`config.mk`:
```
export PLATFORM = sky130hd
export DESIGN_NAME = encdec_ctrl
export DESIGN_NICKNAME = d
export VERILOG_FILES = /design/src/rtl/encdec_pkg.sv /design/src/rtl/encdec_apb_regs.sv /design/src/rtl/encdec_ctrl.sv
export SDC_FILE = /design/constraint.sdc
export NUM_CORES = 1
export LEC_CHECK = 0
export ABC_CLOCK_PERIOD_IN_PS = 7000
export CAP_MARGIN = 25
export CORE_UTILIZATION = 38
export DETAILED_ROUTE_END_ITERATION = 12
export GPL_TIMING_DRIVEN = 0
export SKIP_LAST_GASP = 1
export SYNTH_ARGS = -nofsm -noshare
export SYNTH_HDL_FRONTEND = slang
export SYNTH_HIERARCHICAL = 1
export SYNTH_SLANG_ARGS = --single-unit
```
`constraint.sdc`:
```
create_clock -name PCLK -period 7 [get_ports PCLK]
set_clock_uncertainty 0.15 [all_clocks]
set_input_delay 1.05 -clock PCLK [delete_from_list [all_inputs] [get_ports PCLK]]
set_output_delay 1.05 -clock PCLK [all_outputs]
set_load 0.03 [all_outputs]
```
`src/rtl/encdec_pkg.sv`:
```
// Shared types for the EncDec controller: FSM states, APB register offsets,
// core mode codes and codeword width codes.
package encdec_pkg;

    typedef enum logic [1:0] {
        ST_IDLE  = 2'b00,
        ST_START = 2'b01,
        ST_WAIT  = 2'b10,
        ST_DONE  = 2'b11
    } state_e;

    typedef enum logic [1:0] {
        REG_CTRL     = 2'b00,
        REG_DATA_IN  = 2'b01,
        REG_CW_WIDTH = 2'b10,
        REG_NOISE    = 2'b11
    } reg_ofs_e;

    typedef enum logic [1:0] {
        MODE_ENC  = 2'b00,
        MODE_DEC  = 2'b01,
        MODE_FULL = 2'b10,
        MODE_BAD  = 2'b11
    } mode_e;

    typedef enum logic [1:0] {
        WIDTH_8    = 2'b00,
        WIDTH_16   = 2'b01,
        WIDTH_32   = 2'b10,
        WIDTH_RSVD = 2'b11
    } width_e;

endpackage

```
`src/rtl/encdec_apb_regs.sv`:
```
// APB slave for the EncDec controller: register decode, storage, readback
// and error signalling. Writes are refused while the controller is busy.
module encdec_apb_regs
    import encdec_pkg::*;
#(
    parameter int AMBA_WORD  = 32,
    parameter int DATA_WIDTH = 32
) (
    input  logic                  PCLK,
    input  logic                  PRESETn,
    input  logic [1:0]            addr_ofs,
    input  logic                  psel,
    input  logic                  penable,
    input  logic                  pwrite,
    input  logic [AMBA_WORD-1:0]  pwdata,
    input  logic                  busy,
    output logic [AMBA_WORD-1:0]  prdata,
    output logic                  pslverr,
    output logic                  start_req,
    output logic [1:0]            start_mode,
    output logic [DATA_WIDTH-1:0] data_in_reg,
    output logic [1:0]            width_reg,
    output logic [DATA_WIDTH-1:0] noise_reg
);

    logic [AMBA_WORD-1:0] ctrl_q, data_in_q, width_q, noise_q;
    logic                 wr, wr_ok, ctrl_wr, bad_mode;

    assign wr       = psel & penable & pwrite;
    assign wr_ok    = wr & ~busy;
    assign ctrl_wr  = reg_ofs_e'(addr_ofs) == REG_CTRL;
    assign bad_mode = pwdata[1:0] == MODE_BAD;

    // An illegal mode is still stored so software can read back what it wrote.
    assign start_req  = wr_ok & ctrl_wr & ~bad_mode;
    assign start_mode = pwdata[1:0];
    assign pslverr    = wr & (busy | (ctrl_wr & bad_mode));

    always_ff @(posedge PCLK or negedge PRESETn) begin
        if (!PRESETn) begin
            ctrl_q    <= '0;
            data_in_q <= '0;
            width_q   <= '0;
            noise_q   <= '0;
        end else if (wr_ok) begin
            case (reg_ofs_e'(addr_ofs))
                REG_CTRL:     ctrl_q    <= pwdata;
                REG_DATA_IN:  data_in_q <= pwdata;
                REG_CW_WIDTH: width_q   <= pwdata;
                REG_NOISE:    noise_q   <= pwdata;
                default:      ;
            endcase
        end
    end

    always_comb begin
        prdata = '0;
        case (reg_ofs_e'(addr_ofs))
            REG_CTRL:     prdata = ctrl_q;
            REG_DATA_IN:  prdata = data_in_q;
            REG_CW_WIDTH: prdata = width_q;
            REG_NOISE:    prdata = noise_q;
            default:      prdata = '0;
        endcase
    end

    assign data_in_reg = data_in_q[DATA_WIDTH-1:0];
    assign width_reg   = width_q[1:0];
    assign noise_reg   = noise_q[DATA_WIDTH-1:0];

endmodule

```
`src/rtl/encdec_ctrl.sv`:
```
// EncDec controller top: APB register slice, start/wait/done sequencing of the
// core, watchdog abort and result capture.
module encdec_ctrl
    import encdec_pkg::*;
#(
    parameter int AMBA_ADDR_WIDTH = 20,
    parameter int AMBA_WORD       = 32,
    parameter int DATA_WIDTH      = 32,
    parameter int WDOG_CYCLES     = 255
) (
    input  logic                       PCLK,
    input  logic                       PRESETn,
    input  logic [AMBA_ADDR_WIDTH-1:0] PADDR,
    input  logic                       PSEL,
    input  logic                       PENABLE,
    input  logic                       PWRITE,
    input  logic [AMBA_WORD-1:0]       PWDATA,
    output logic [AMBA_WORD-1:0]       PRDATA,
    output logic                       PREADY,
    output logic                       PSLVERR,
    output logic                       core_start,
    output logic [1:0]                 core_mode,
    output logic [DATA_WIDTH-1:0]      core_data,
    output logic [1:0]                 core_width,
    output logic [DATA_WIDTH-1:0]      core_noise,
    input  logic                       core_done,
    input  logic [DATA_WIDTH-1:0]      core_data_out,
    input  logic [1:0]                 core_nof,
    output logic                       operation_done,
    output logic [DATA_WIDTH-1:0]      data_out,
    output logic [1:0]                 num_of_errors,
    output logic                       timeout
);

    localparam int WD_W = $clog2(WDOG_CYCLES + 1);

    state_e                state_q, state_d;
    logic [WD_W-1:0]       wd_cnt;
    logic                  busy, start_req, wd_expire;
    logic [1:0]            start_mode, width_reg;
    logic [DATA_WIDTH-1:0] data_in_reg, noise_reg;
    logic                  unused_paddr;

    assign unused_paddr = ^{PADDR[AMBA_ADDR_WIDTH-1:4], PADDR[1:0]};

    encdec_apb_regs #(
        .AMBA_WORD  (AMBA_WORD),
        .DATA_WIDTH (DATA_WIDTH)
    ) u_regs (
        .PCLK        (PCLK),
        .PRESETn     (PRESETn),
        .addr_ofs    (PADDR[3:2]),
        .psel        (PSEL),
        .penable     (PENABLE),
        .pwrite      (PWRITE),
        .pwdata      (PWDATA),
        .busy        (busy),
        .prdata      (PRDATA),
        .pslverr     (PSLVERR),
        .start_req   (start_req),
        .start_mode  (start_mode),
        .data_in_reg (data_in_reg),
        .width_reg   (width_reg),
        .noise_reg   (noise_reg)
    );

    assign PREADY         = 1'b1;
    assign busy           = state_q != ST_IDLE;
    assign core_start     = state_q == ST_START;
    assign operation_done = state_q == ST_DONE;
    // Count runs 0..WDOG_CYCLES-1, so WAIT lasts at most WDOG_CYCLES cycles.
    assign wd_expire      = wd_cnt == WD_W'(WDOG_CYCLES - 1);

    always_ff @(posedge PCLK or negedge PRESETn) begin
        if (!PRESETn) state_q <= ST_IDLE;
        else          state_q <= state_d;
    end

    always_comb begin
        state_d = state_q;
        case (state_q)
            ST_IDLE:  if (start_req) state_d = ST_START;
            ST_START: state_d = ST_WAIT;
            ST_WAIT:  if (core_done || wd_expire) state_d = ST_DONE;
            ST_DONE:  state_d = ST_IDLE;
            default:  state_d = ST_IDLE;
        endcase
    end

    // Snapshot taken on the IDLE->START edge so it is already valid alongside core_start.
    always_ff @(posedge PCLK or negedge PRESETn) begin
        if (!PRESETn) begin
            core_mode  <= '0;
            core_data  <= '0;
            core_width <= '0;
            core_noise <= '0;
        end else if (state_q == ST_IDLE && start_req) begin
            core_mode  <= start_mode;
            core_data  <= data_in_reg;
            core_width <= width_reg;
            core_noise <= noise_reg;
        end
    end

    always_ff @(posedge PCLK or negedge PRESETn) begin
        if (!PRESETn)               wd_cnt <= '0;
        else if (state_q == ST_WAIT) wd_cnt <= wd_cnt + 1'b1;
        else                        wd_cnt <= '0;
    end

    always_ff @(posedge PCLK or negedge PRESETn) begin
        if (!PRESETn) begin
            data_out      <= '0;
            num_of_errors <= '0;
            timeout       <= 1'b0;
        end else if (state_q == ST_WAIT) begin
            if (core_done) begin
                data_out      <= core_data_out;
                num_of_errors <= core_nof;
                timeout       <= 1'b0;
            end else if (wd_expire) begin
                data_out      <= '0;
                num_of_errors <= '0;
                timeout       <= 1'b1;
            end
        end
    end

endmodule
```
==> out/qor.yml, run 1 <==
cts_setup_buffers: 0
cp_slowest_stage_delay_ns: 0.73
min_period_over_period_pct: 60.9
insertion_delay_ns: 0.52
dpl_worst_slack_ns: 2.65
path_buf_inv: 3
antenna_found_initial: 0
synthCells: 598
synth-edff-count: 0
power_uw: 5360
hold_class: "input pin to asynchronous set/reset pin"
cts_hold_buf: 0
routedWlPerCell_um: 20.7
first_pass_iters: 5
max_cap_viol_count: 0
setup_violations: 0
syn_to_final_growth_pct: 34.6
clk_pin_slew_ns: 0.06
ios: 231
path_cells: "buf_2, clkbuf_1, mux4_2, clkdlybuf4s50_1"
postRouteWirelength_um: 24700
num_rows: 59
ys_types: 32
finalHoldViolCount: 0
grt.total_usage_pct: 18.6
synth.net_count: 697
final_common_cell: "dfrtp_1"
die_w_um: 165
min_period_ns: 4.26
avgSynthCellArea_um2: 16.9
drv_slew: 0
grt_setup_unrepaired: "no"
gp_congestion: 0.778
cts_tree: "built"
port_buffers: 209
ys_ff_latch: 241
whs_ns: 0.329
die_h_um: 165
grt_pass1_wl_um: 38500
yosysTopAreaCellShare_pct: 59.8
root_buffer: "clkbuf_16"
async_flop_share_pct: 100
drc: 0
arrival_ns: 3.06
fin_util_pct: 52.0
fin_ws_ns: 2.74
fill_cells: 2144
cpLargestDelayFamily: "buffers and inverters"
end_kind: "output pin"
syn_area_mm2: 0.0101
synthFlopType: "dfrtp_1"
peakVddDrop_uv: 254
grt-ovfl-total: 0
drive_above_1_share_pct: 36.2
p_leak_uw: 0.00625
synth_area_leaders: "dfrtp_1 (60%), mux2_2 (18%), mux4_2 (7.2%)"
vias_per_cell: 5.10
first_iter_violations: 231
initial_core_util_pct: 38.7
critPathKind: "input pin to output pin"
grt_pass1_vias: 6761
numClockSinks: 241
h-tree-depth: 1
core_area_mm2: 0.0261
worstPathRequired_ns: 5.80
tightest_slew_ns: 0.831
cts_resized: 0
power_density_mw_per_mm2: 395
layout_common_cells: "dfrtp_1 (241), clkdlybuf4s50_1 (208), mux2_2 (162)"
fmax_mhz: 235
die_area_mm2: 0.0272
n_antenna_cell: 0
crit_fanout: 10
synth.largest_area_cell: "dfrtp_1"
cts_made_buffers: 27
ys_seq_area_share_pct: 59.8
hpwl_um: 17100
vias: 6084
yosysWarnings: 6
cp_slowest_cell: "clkdlybuf4s50_1"
grt_max_degree: 99
ant_nets: 0
cts_buffer_depth: 3
final_nets: 937
slew_headroom_pct: 44.6
status: "finished clean"
crit_path_start_kind: "input pin"
==> through the flow <==
step	TNS, ns	area, µm²	instances
after floorplan	0	10100	598
after global placement	-1234.44	12600	1142
after detailed placement	0	12600	1144
after CTS	0	13600	1193
after global routing	0	13600	1193
final	0	13600	1193
==> worst paths after layout <==
check / start / end / slack [ns] / cells past startpoint
max: PADDR[3] / PRDATA[1] / 2.74 / 4
min: PRESETn / core_noise[25]$_DFFE_PN0P_ / 0.33 / 1
max reg2reg: state_q[0]$_DFFE_PN0P_ / core_data[0]$_DFFE_PN0P_ / 3.39 / 11
min reg2reg: u_regs/width_q[3]$_DFFE_PN0P_ / u_regs/width_q[3]$_DFFE_PN0P_ / 0.34 / 1
max in group asynchronous: PRESETn / data_out[11]$_DFFE_PN0P_ / 5.50 / 2
min in group PCLK: u_regs/width_q[3]$_DFFE_PN0P_ / u_regs/width_q[3]$_DFFE_PN0P_ / 0.34 / 1
==> per-layer routing <==
| layer | track usage (%) | part of all wire [%] |
|---|---|---|
| met3 | 5.02 | 7.2 |
| met2 | 30.7 | 48 |
| met5 | 0 | 0 |
| met4 | 4.00 | 1.2 |
| met1 | 24.5 | 43 |
==> cell type report <==
type / instances / area [µm²] / area share, %
clock inverters: 12 / 140 / 1.03
flip-flops and latches: 241 / 6030 / 44.5
multi-input cells: 312 / 3750 / 27.6
clock buffers: 37 / 773 / 5.70
well taps: 335 / 419 / 3.09
plain buffers: 40 / 282 / 2.08
repair buffers: 211 / 2150 / 15.9
inverters: 5 / 18.8 / 0.138
==> cell usage after synthesis (2+ instances only) <==
cell,number
dfrtp_1,241
mux2_2,162
a22o_1,34
mux4_2,32
mux2_4,31
buf_6,13
buf_2,12
nor2_1,12
ha_1,7
clkbuf_1,6
buf_4,5
xor2_1,5
buf_1,4
inv_1,4
mux2_1,4
nand3_1,4
nand2_1,3
a21oi_1,2
and3_1,2
and4_4,2
nor3b_4,2
==> where the power goes <==
group	switching [µW]	total [µW]	internal, µW
logic	828	1770	945
registers	299	2150	1850
clock network	558	1440	879
==> cell families (layout without fill, tap and decap cells) <==
| family | count (synthesis) | count (layout) | share of synthesized area [%] |
|---|---|---|---|
| AOI/OAI and AO/OA | 40 | 40 | 3.49 |
| DFF | 241 | 241 | 59.8 |
| adders and majority gates | 7 | 7 | 0.869 |
| buffers and inverters | 45 | 305 | 2.98 |
| xor gates and xnor gates | 6 | 6 | 0.521 |
| muxes | 229 | 229 | 30.3 |
| and+or+nand+nor | 29 | 29 | 1.94 |
| other | 1 | 1 | 0.0372 |
No activity file was read; power rests on OpenSTA's default activity.
==> run 2: changes to the inputs <==
--- a/config.mk
+++ b/config.mk
@@ -5,11 +5,12 @@
 export SDC_FILE = /design/constraint.sdc
 export NUM_CORES = 1
 export LEC_CHECK = 0
-export ABC_CLOCK_PERIOD_IN_PS = 7000
+export ABC_CLOCK_PERIOD_IN_PS = 3600
 export CAP_MARGIN = 25
 export CORE_UTILIZATION = 38
 export DETAILED_ROUTE_END_ITERATION = 12
 export GPL_TIMING_DRIVEN = 0
+export PLACE_DENSITY = 0.66
 export SKIP_LAST_GASP = 1
 export SYNTH_ARGS = -nofsm -noshare
 export SYNTH_HDL_FRONTEND = slang
==> constraint.sdc (replaced) <==
create_clock -name PCLK -period 3.6 [get_ports PCLK]
set_clock_uncertainty 0.15 [all_clocks]
set_input_delay 0.54 -clock PCLK [delete_from_list [all_inputs] [get_ports PCLK]]
set_output_delay 0.54 -clock PCLK [all_outputs]
set_load 0.03 [all_outputs]
==> run 2 against run 1 <==
Compared with the run above:
- first-iteration DRC count up 9.5%
- hold slack worse by 0.026 ns
- routed wire length down 4.0%
- non-clock buffer count up 1
- sequential power up 93%
- sequential share of layout area unchanged
- critical path depth up 7
- total power up 93%
- core utilization unchanged
- via count down 2.1%
- die area unchanged
- combinational power up 94%
==> out/qor.yml, run 2 (synthesis results as in run 1) <==
slew_headroom_pct: 45.9
first_pass_iters: 4
crit_fanout: 10
cp_slowest_stage_delay_ns: 0.39
drc: 0
routedWlPerCell_um: 19.8
cts_buffer_depth: 3
setup_violations: 0
final_cells: 1193
syn_to_final_growth_pct: 34.6
hpwl_um: 15900
grt-ovfl-total: 0
finalHoldViolCount: 0
cts_setup_buffers: 0
min_period_ns: 3.31
crit_path_start_kind: "flip-flop"
fmax_mhz: 303
cts_made_buffers: 26
end_kind: "flip-flop"
vias_per_cell: 4.99
num_rows: 59
port_buffers: 209
max_cap_viol_count: 0
gp_congestion: 0.709
critPathKind: "flip-flop to flip-flop"
min_period_over_period_pct: 91.8
n_antenna_cell: 0
final_nets: 937
die_area_mm2: 0.0272
grt_max_degree: 113
drv_slew: 0
initial_core_util_pct: 38.7
first_iter_violations: 253
grt_pass1_vias: 6458
arrival_ns: 3.55
whs_ns: 0.303
clk_pin_slew_ns: 0.06
worstPathRequired_ns: 3.84
power_density_mw_per_mm2: 761
p_leak_uw: 0.00625
root_buffer: "clkbuf_16"
fill_cells: 2171
hold_class: "input pin to asynchronous set/reset pin"
ant_nets: 0
status: "finished clean"
core_area_mm2: 0.0261
vias: 5955
numClockSinks: 241
rrSetupSlack_ns: 0.29
cts_tree: "built"
grt_setup_unrepaired: "no"
cpLargestDelayFamily: "buffers and inverters"
layout_common_cells: "dfrtp_1 (241), clkdlybuf4s50_1 (208), mux2_2 (162)"
tightest_slew_ns: 0.812
cp_slowest_cell: "dfrtp_1"
die_h_um: 165
path_cells: "inv_1, ha_1, inv_1, and4b_1, nand2_1, clkbuf_4, a21oi_1, nand2_1, buf_4, buf_2, mux2_2"
final_common_cell: "dfrtp_1"
antenna_found_initial: 0
dp.cells: 1144
postRouteWirelength_um: 23700
peakVddDrop_uv: 512
die_w_um: 165
path_buf_inv: 5
ios: 231
h-tree-depth: 1
grt_pass1_wl_um: 37400
grt.total_usage_pct: 18.1
insertion_delay_ns: 0.53
drive_above_1_share_pct: 36.1
==> run 2: cell count changes in the layout (fill, tap and decap cells not counted) <==
cell / before / now
dlygate4sd3_1: 0 / 1
clkbuf_1: 10 / 12
clkinvlp_4: 2 / 1
clkbuf_8: 6 / 8
clkinv_2: 7 / 4
bufinv_16: 3 / 2
buf_1: 4 / 2
buf_4: 5 / 6
buf_2: 12 / 10
clkbuf_4: 0 / 1
clkbuf_2: 0 / 2
==> run 2: path summary, 6_finish.rpt <==
| path | start | end | depth (start not counted) |
|---|---|---|---|
| setup / recovery | state_q[0]$_DFFE_PN0P_ | core_noise[27]$_DFFE_PN0P_ | 11 |
| hold / removal | PRESETn | u_regs/data_in_reg[6]$_DFFE_PN0P_ | 2 |
| setup reg to reg | state_q[0]$_DFFE_PN0P_ | core_noise[27]$_DFFE_PN0P_ | 11 |
| hold reg to reg | u_regs/width_q[3]$_DFFE_PN0P_ | u_regs/width_q[3]$_DFFE_PN0P_ | 1 |
| max in group asynchronous | PRESETn | core_data[24]$_DFFE_PN0P_ | 3 |
| min in group PCLK | u_regs/width_q[3]$_DFFE_PN0P_ | u_regs/width_q[3]$_DFFE_PN0P_ | 1 |
==> run 2: cell type report <==
class | instances | area [µm²] | area share (%)
multi-input combinational | 312 | 3750 | 27.6
tap | 335 | 419 | 3.09
sequential | 241 | 6030 | 44.5
inverter | 5 | 18.8 | 0.138
timing repair buffer | 212 | 2160 | 15.9
buffer | 40 | 289 | 2.13
clock inverter | 7 | 87.6 | 0.646
clock buffer | 41 | 808 | 5.96
==> run 2: power by group <==
group	internal, µW	total, µW	switching, µW
sequential	3590	4150	551
clock	1680	2750	1070
combinational	1830	3430	1590
total	7110	10300	3220
==> run 2: what timing repair did <==
item,4_1_cts,5_1_grt
pin swaps,0,0
setup endpoints to repair,1,59
hold buffers,1,0
gates resized for setup,1,4
hold endpoints to repair,28,0
==> run 2: metrics by stage <==
stage	utilization, %	power [µW]	setup WS, ns	TNS (ns)	instance area [µm²]
floorplan	-	6270	1.03	0	10100
global placement	48.3	7590	-8.75	-2113.76	12600
detailed placement	48.5	7640	-0.248	-9.03	12600
CTS	52.0	10500	0.0504	0	13600
global route	52.0	10900	0.0102	0	13600
finish	52.0	10300	0.295	0	13600
==> run 2: worst register-to-register path: stages, from the launching register on <==
cell and delay (ns):
dfrtp_1 0.39, inv_1 0.10, ha_1 0.22, inv_1 0.15, and4b_1 0.23, nand2_1 0.24
clkbuf_4 0.33, a21oi_1 0.10, nand2_1 0.27, buf_4 0.29, buf_2 0.34, mux2_2 0.38
==> run 2: metal layers <==
metal | vias up | part of all wire [%] | track usage [%]
li1 | 2687 | - | -
met1 | 3066 | 44 | 24.0
met2 | 181 | 47 | 29.4
met3 | 21 | 7.6 | 5.35
met4 | 0 | 1.3 | 4.05
met5 | - | 0 | 0
==> RTL change 1, RTL diff (settings of run 2) <==
Reset style: synchronous (`PRESETn`), changed in 5 clocked blocks.
--- a/src/rtl/encdec_apb_regs.sv
+++ b/src/rtl/encdec_apb_regs.sv
@@ -36,7 +36,7 @@
     assign start_mode = pwdata[1:0];
     assign pslverr    = wr & (busy | (ctrl_wr & bad_mode));
 
-    always_ff @(posedge PCLK or negedge PRESETn) begin
+    always_ff @(posedge PCLK) begin
         if (!PRESETn) begin
             ctrl_q    <= '0;
             data_in_q <= '0;
--- a/src/rtl/encdec_ctrl.sv
+++ b/src/rtl/encdec_ctrl.sv
@@ -71,7 +71,7 @@
     // Count runs 0..WDOG_CYCLES-1, so WAIT lasts at most WDOG_CYCLES cycles.
     assign wd_expire      = wd_cnt == WD_W'(WDOG_CYCLES - 1);
 
-    always_ff @(posedge PCLK or negedge PRESETn) begin
+    always_ff @(posedge PCLK) begin
         if (!PRESETn) state_q <= ST_IDLE;
         else          state_q <= state_d;
     end
@@ -88,7 +88,7 @@
     end
 
     // Snapshot taken on the IDLE->START edge so it is already valid alongside core_start.
-    always_ff @(posedge PCLK or negedge PRESETn) begin
+    always_ff @(posedge PCLK) begin
         if (!PRESETn) begin
             core_mode  <= '0;
             core_data  <= '0;
@@ -102,13 +102,13 @@
         end
     end
 
-    always_ff @(posedge PCLK or negedge PRESETn) begin
+    always_ff @(posedge PCLK) begin
         if (!PRESETn)               wd_cnt <= '0;
         else if (state_q == ST_WAIT) wd_cnt <= wd_cnt + 1'b1;
         else                        wd_cnt <= '0;
     end
 
-    always_ff @(posedge PCLK or negedge PRESETn) begin
+    always_ff @(posedge PCLK) begin
         if (!PRESETn) begin
             data_out      <= '0;
             num_of_errors <= '0;
Formal check against the unedited RTL: differs if PRESETn is asserted again (counterexample within 4 cycles, from zero or initial values and one cycle with PRESETn low); with PRESETn held inactive, the same outputs for 4 cycles.
==> RTL change 1 against run 2 <==
Synthesized area fell by 3.6%; final area shrank 2.5%; sequential share of layout area fell by 8.0 points; via count rose by 26%; sequential cell count did not move; setup slack worse by 0.048 ns; wire length grew 16%; critical path type unchanged; highest routed layer unchanged.
Power is not compared: it rests on default switching activity, and its combinational part moved more than twofold at a synthesized area within 25%.
==> RTL change 1: results (changes against run 2) <==
* Arrival time of the worst setup path: 3.65 ns (+0.10 ns)
- Final nets: 1275 (+36%)
* Clock-cell share of area: 7.625% (+1.0 points)
- The endpoint identified for the worst register-to-register timing path is core_noise[22].
- The count of vias placed by the detailed router came to 7517 (+26%).
* Met1 routing resource usage after global routing: 27.44% (+3.5 points)
* Met1 wire length: 12220 um (+18%)
- The sequential share of cell area came to 36.48% (-8.0 points).
- Count of unique library cells instantiated by Yosys: 38 (+19%)
- The aggregate routed wire length is 27460 um (+16%).
- The all-layer global routing usage came to 20.62% (+2.5 points).
- Routed wirelength normalized by instance count: 17.99 um (-9.3%)
- Sum of net half-perimeters after detailed placement: 19300 um (+22%)
- The length of routed met2 wiring is 13350 um (+19%).
- Area growth syn-to-layout: 36.17%
- First drt pass iteration count: 5 (+1)
* Result of the run: finished clean
- The fraction of synthesis flops using an asynchronous set or reset pin is 0% (-100 points).
- The adder-cell area share of the yosys netlist came to 0.9017% (+0.033 points).
- The wire length on met3 came to 1475 um (-18%).
- The area of placed instances was 12220 um^2 (-3.4%).
- Worst hold path type: reg -> reg
- The mean instance size in the synthesized netlist was 10.34 um^2 (-39%).
- Worst setup timing slack at the placement stage: 0.08204 ns (+0.3305 ns)
- Largest stage delay, worst path: 0.55 ns (+0.16 ns)
- The headroom to the max-slew limit was 55.89% (+10 points).
- The pin count of the biggest net entering global routing was 14 (-88%).
* Cell with the largest stage delay on the worst path: sky130_fd_sc_hd__clkbuf_1
* Number of placed cells counting well taps: 1478 (+29%)
- The total of hold buffers inserted after clock tree synthesis was 0 (-1).
* Number of clock buffer instances in the layout: 37 (-9.8%)
[RTL change 1: cell types whose count changed in the layout (fill, tap and decap cells not counted), moves of 6 or more]
cell and change:
sky130_fd_sc_hd__a21boi_0 +63, sky130_fd_sc_hd__clkbuf_1 +22, sky130_fd_sc_hd__nand2_1 +300, sky130_fd_sc_hd__mux2_2 -162, sky130_fd_sc_hd__a22o_1 -28, sky130_fd_sc_hd__buf_6 -6, sky130_fd_sc_hd__dfxtp_1 +241, sky130_fd_sc_hd__mux2_4 -31
sky130_fd_sc_hd__a22o_2 +28, sky130_fd_sc_hd__mux2i_1 +129, sky130_fd_sc_hd__dfrtp_1 -241, sky130_fd_sc_hd__buf_4 +12
[RTL change 1: logic make-up (layout without fill, tap and decap cells)]
group | count (synthesis) | in the layout
fa+ha+maj | 7 | 7
xor+xnor | 6 | 6
mux | 161 | 161
other cells | 1 | 1
simple gates | 331 | 331
flops | 241 | 241
compound gates | 110 | 110
buf+inv | 82 | 339
==> RTL change 2, RTL diff (config.mk and constraints of run 2) <==
Without the edit above. `WDOG_CYCLES`: 255 -> 510.
--- a/src/rtl/encdec_ctrl.sv
+++ b/src/rtl/encdec_ctrl.sv
@@ -6,7 +6,7 @@
     parameter int AMBA_ADDR_WIDTH = 20,
     parameter int AMBA_WORD       = 32,
     parameter int DATA_WIDTH      = 32,
-    parameter int WDOG_CYCLES     = 255
+    parameter int WDOG_CYCLES     = 510
 ) (
     input  logic                       PCLK,
     input  logic                       PRESETn,
Check against the original RTL: same outputs for any inputs over 4 cycles, from zero or initial values and one cycle with PRESETn low; that may be too few to reach the edited logic, so the function may still have changed.
==> RTL change 2 against run 2 <==
Synthesized area rose by 3.5%; total power barely moved; setup slack improved by 0.0030 ns; final area rose by 2.0%; wire length rose by 3.3%; non-clock buffer count rose by 4; sequential cell count rose by 1; critical path type unchanged; critical endpoint is now core_data[3].
==> RTL change 2: results (changes against run 2) <==
* Number of fill cells in the layout: 2292 (+5.6%)
* Result of the run: finished clean
- Post-synthesis net count: 785 (+13%)
- Global-route wire length before repair: 39010 um (+4.3%)
* Top post-synthesis cells by area: sky130_fd_sc_hd__dfrtp_1 (58%), sky130_fd_sc_hd__mux2_2 (17%), sky130_fd_sc_hd__mux4_2 (6.9%), sky130_fd_sc_hd__mux2_4 (4.3%), sky130_fd_sc_hd__a22oi_1 (2.4%)
- The number of clock buffers in the layout is 38 (-7.3%).
- Clk pwr share: 24.9% (-1.7 points)
- Layout cells sized above 1: 32.94% (-3.2 points)
* Via density per instance: 5.049 (+1.2%)
* Worst Max-Slew Pin Slew: 0.7944 ns (-0.01779 ns)
- The register area share after synthesis was 58.06% (-1.8 points).
- Count of plain and timing-repair buffers: 256 (+1.6%)
- The length of the first detailed-routing pass in iterations came to 5 (+1).
- The combined area of the multi-input logic cells is 3929 um^2 (+4.9%).
- Overall Global Routing Usage: 17.74% (-0.38 points)
* Met2 layer wire length in the routed design: 11060 um (-1.4%)
- Adder and majority gate portion of the synthesized area: 0.8397% (-0.029 points)
- TritonCTS Buffers: 27 (+3.8%)
- Aggregate routed wire length: 24440 um (+3.3%)
* VDD IR-drop max: 505.5 uV (-1.4%)
- The cell count after placement came to 1238 (+8.2%).
* WL met3: 1914 um (+7.0%)
* Commonest cells post-synth: sky130_fd_sc_hd__dfrtp_1 (242), sky130_fd_sc_hd__mux2_2 (162), sky130_fd_sc_hd__inv_1 (40)
- The tightest min-delay check is of the reg -> reg type.
* Largest stage delay, worst path: 0.41 ns (+0.02 ns)
- The total of cells resized after clock tree synthesis is 0 (-1).
- The area fraction in compound gates after synthesis is 5.038% (+1.5 points).
- Inverters, non-clock: 41 (+36)
- Worst setup timing slack at the placement stage: 0.06992 ns (+0.3184 ns)
* Buffering overhead: 17.73% (-0.34 points)
- Maximum number of pins on one net before global-route repair: 87 (-23%)
* Final nets: 1026 (+9.5%)
## RTL change 2: cell count changes after synthesis, sizes merged, moves of 3 or more
| cell | change |
|---|---|
| xor2 | -3 |
| a22o | -34 |
| inv | +36 |
| buf | +3 |
| or3 | +3 |
| a21oi | +4 |
| nor2 | -4 |
| nand2 | +3 |
| a22oi | +34 |
| o21ai | +37 |
## RTL change 2: through the flow
step / total power [uW] / util (%) / area, um^2
after floorplan: 6432 / - / 10430
after global placement: 7738 / 48.05 / 12950
after detailed placement: 7818 / 48.27 / 13010
after CTS: 10470 / 51.35 / 13840
after global routing: 10930 / 51.35 / 13840
final: 10330 / 51.35 / 13840
## RTL change 2: per-layer routing
layer  global-route usage [%]  vias to the layer above
li1                         -                     2953
met5                        0                        -
met1                    24.72                     3288
met3                    4.987                       34
met2                    27.46                      198
met4                    4.069                        0
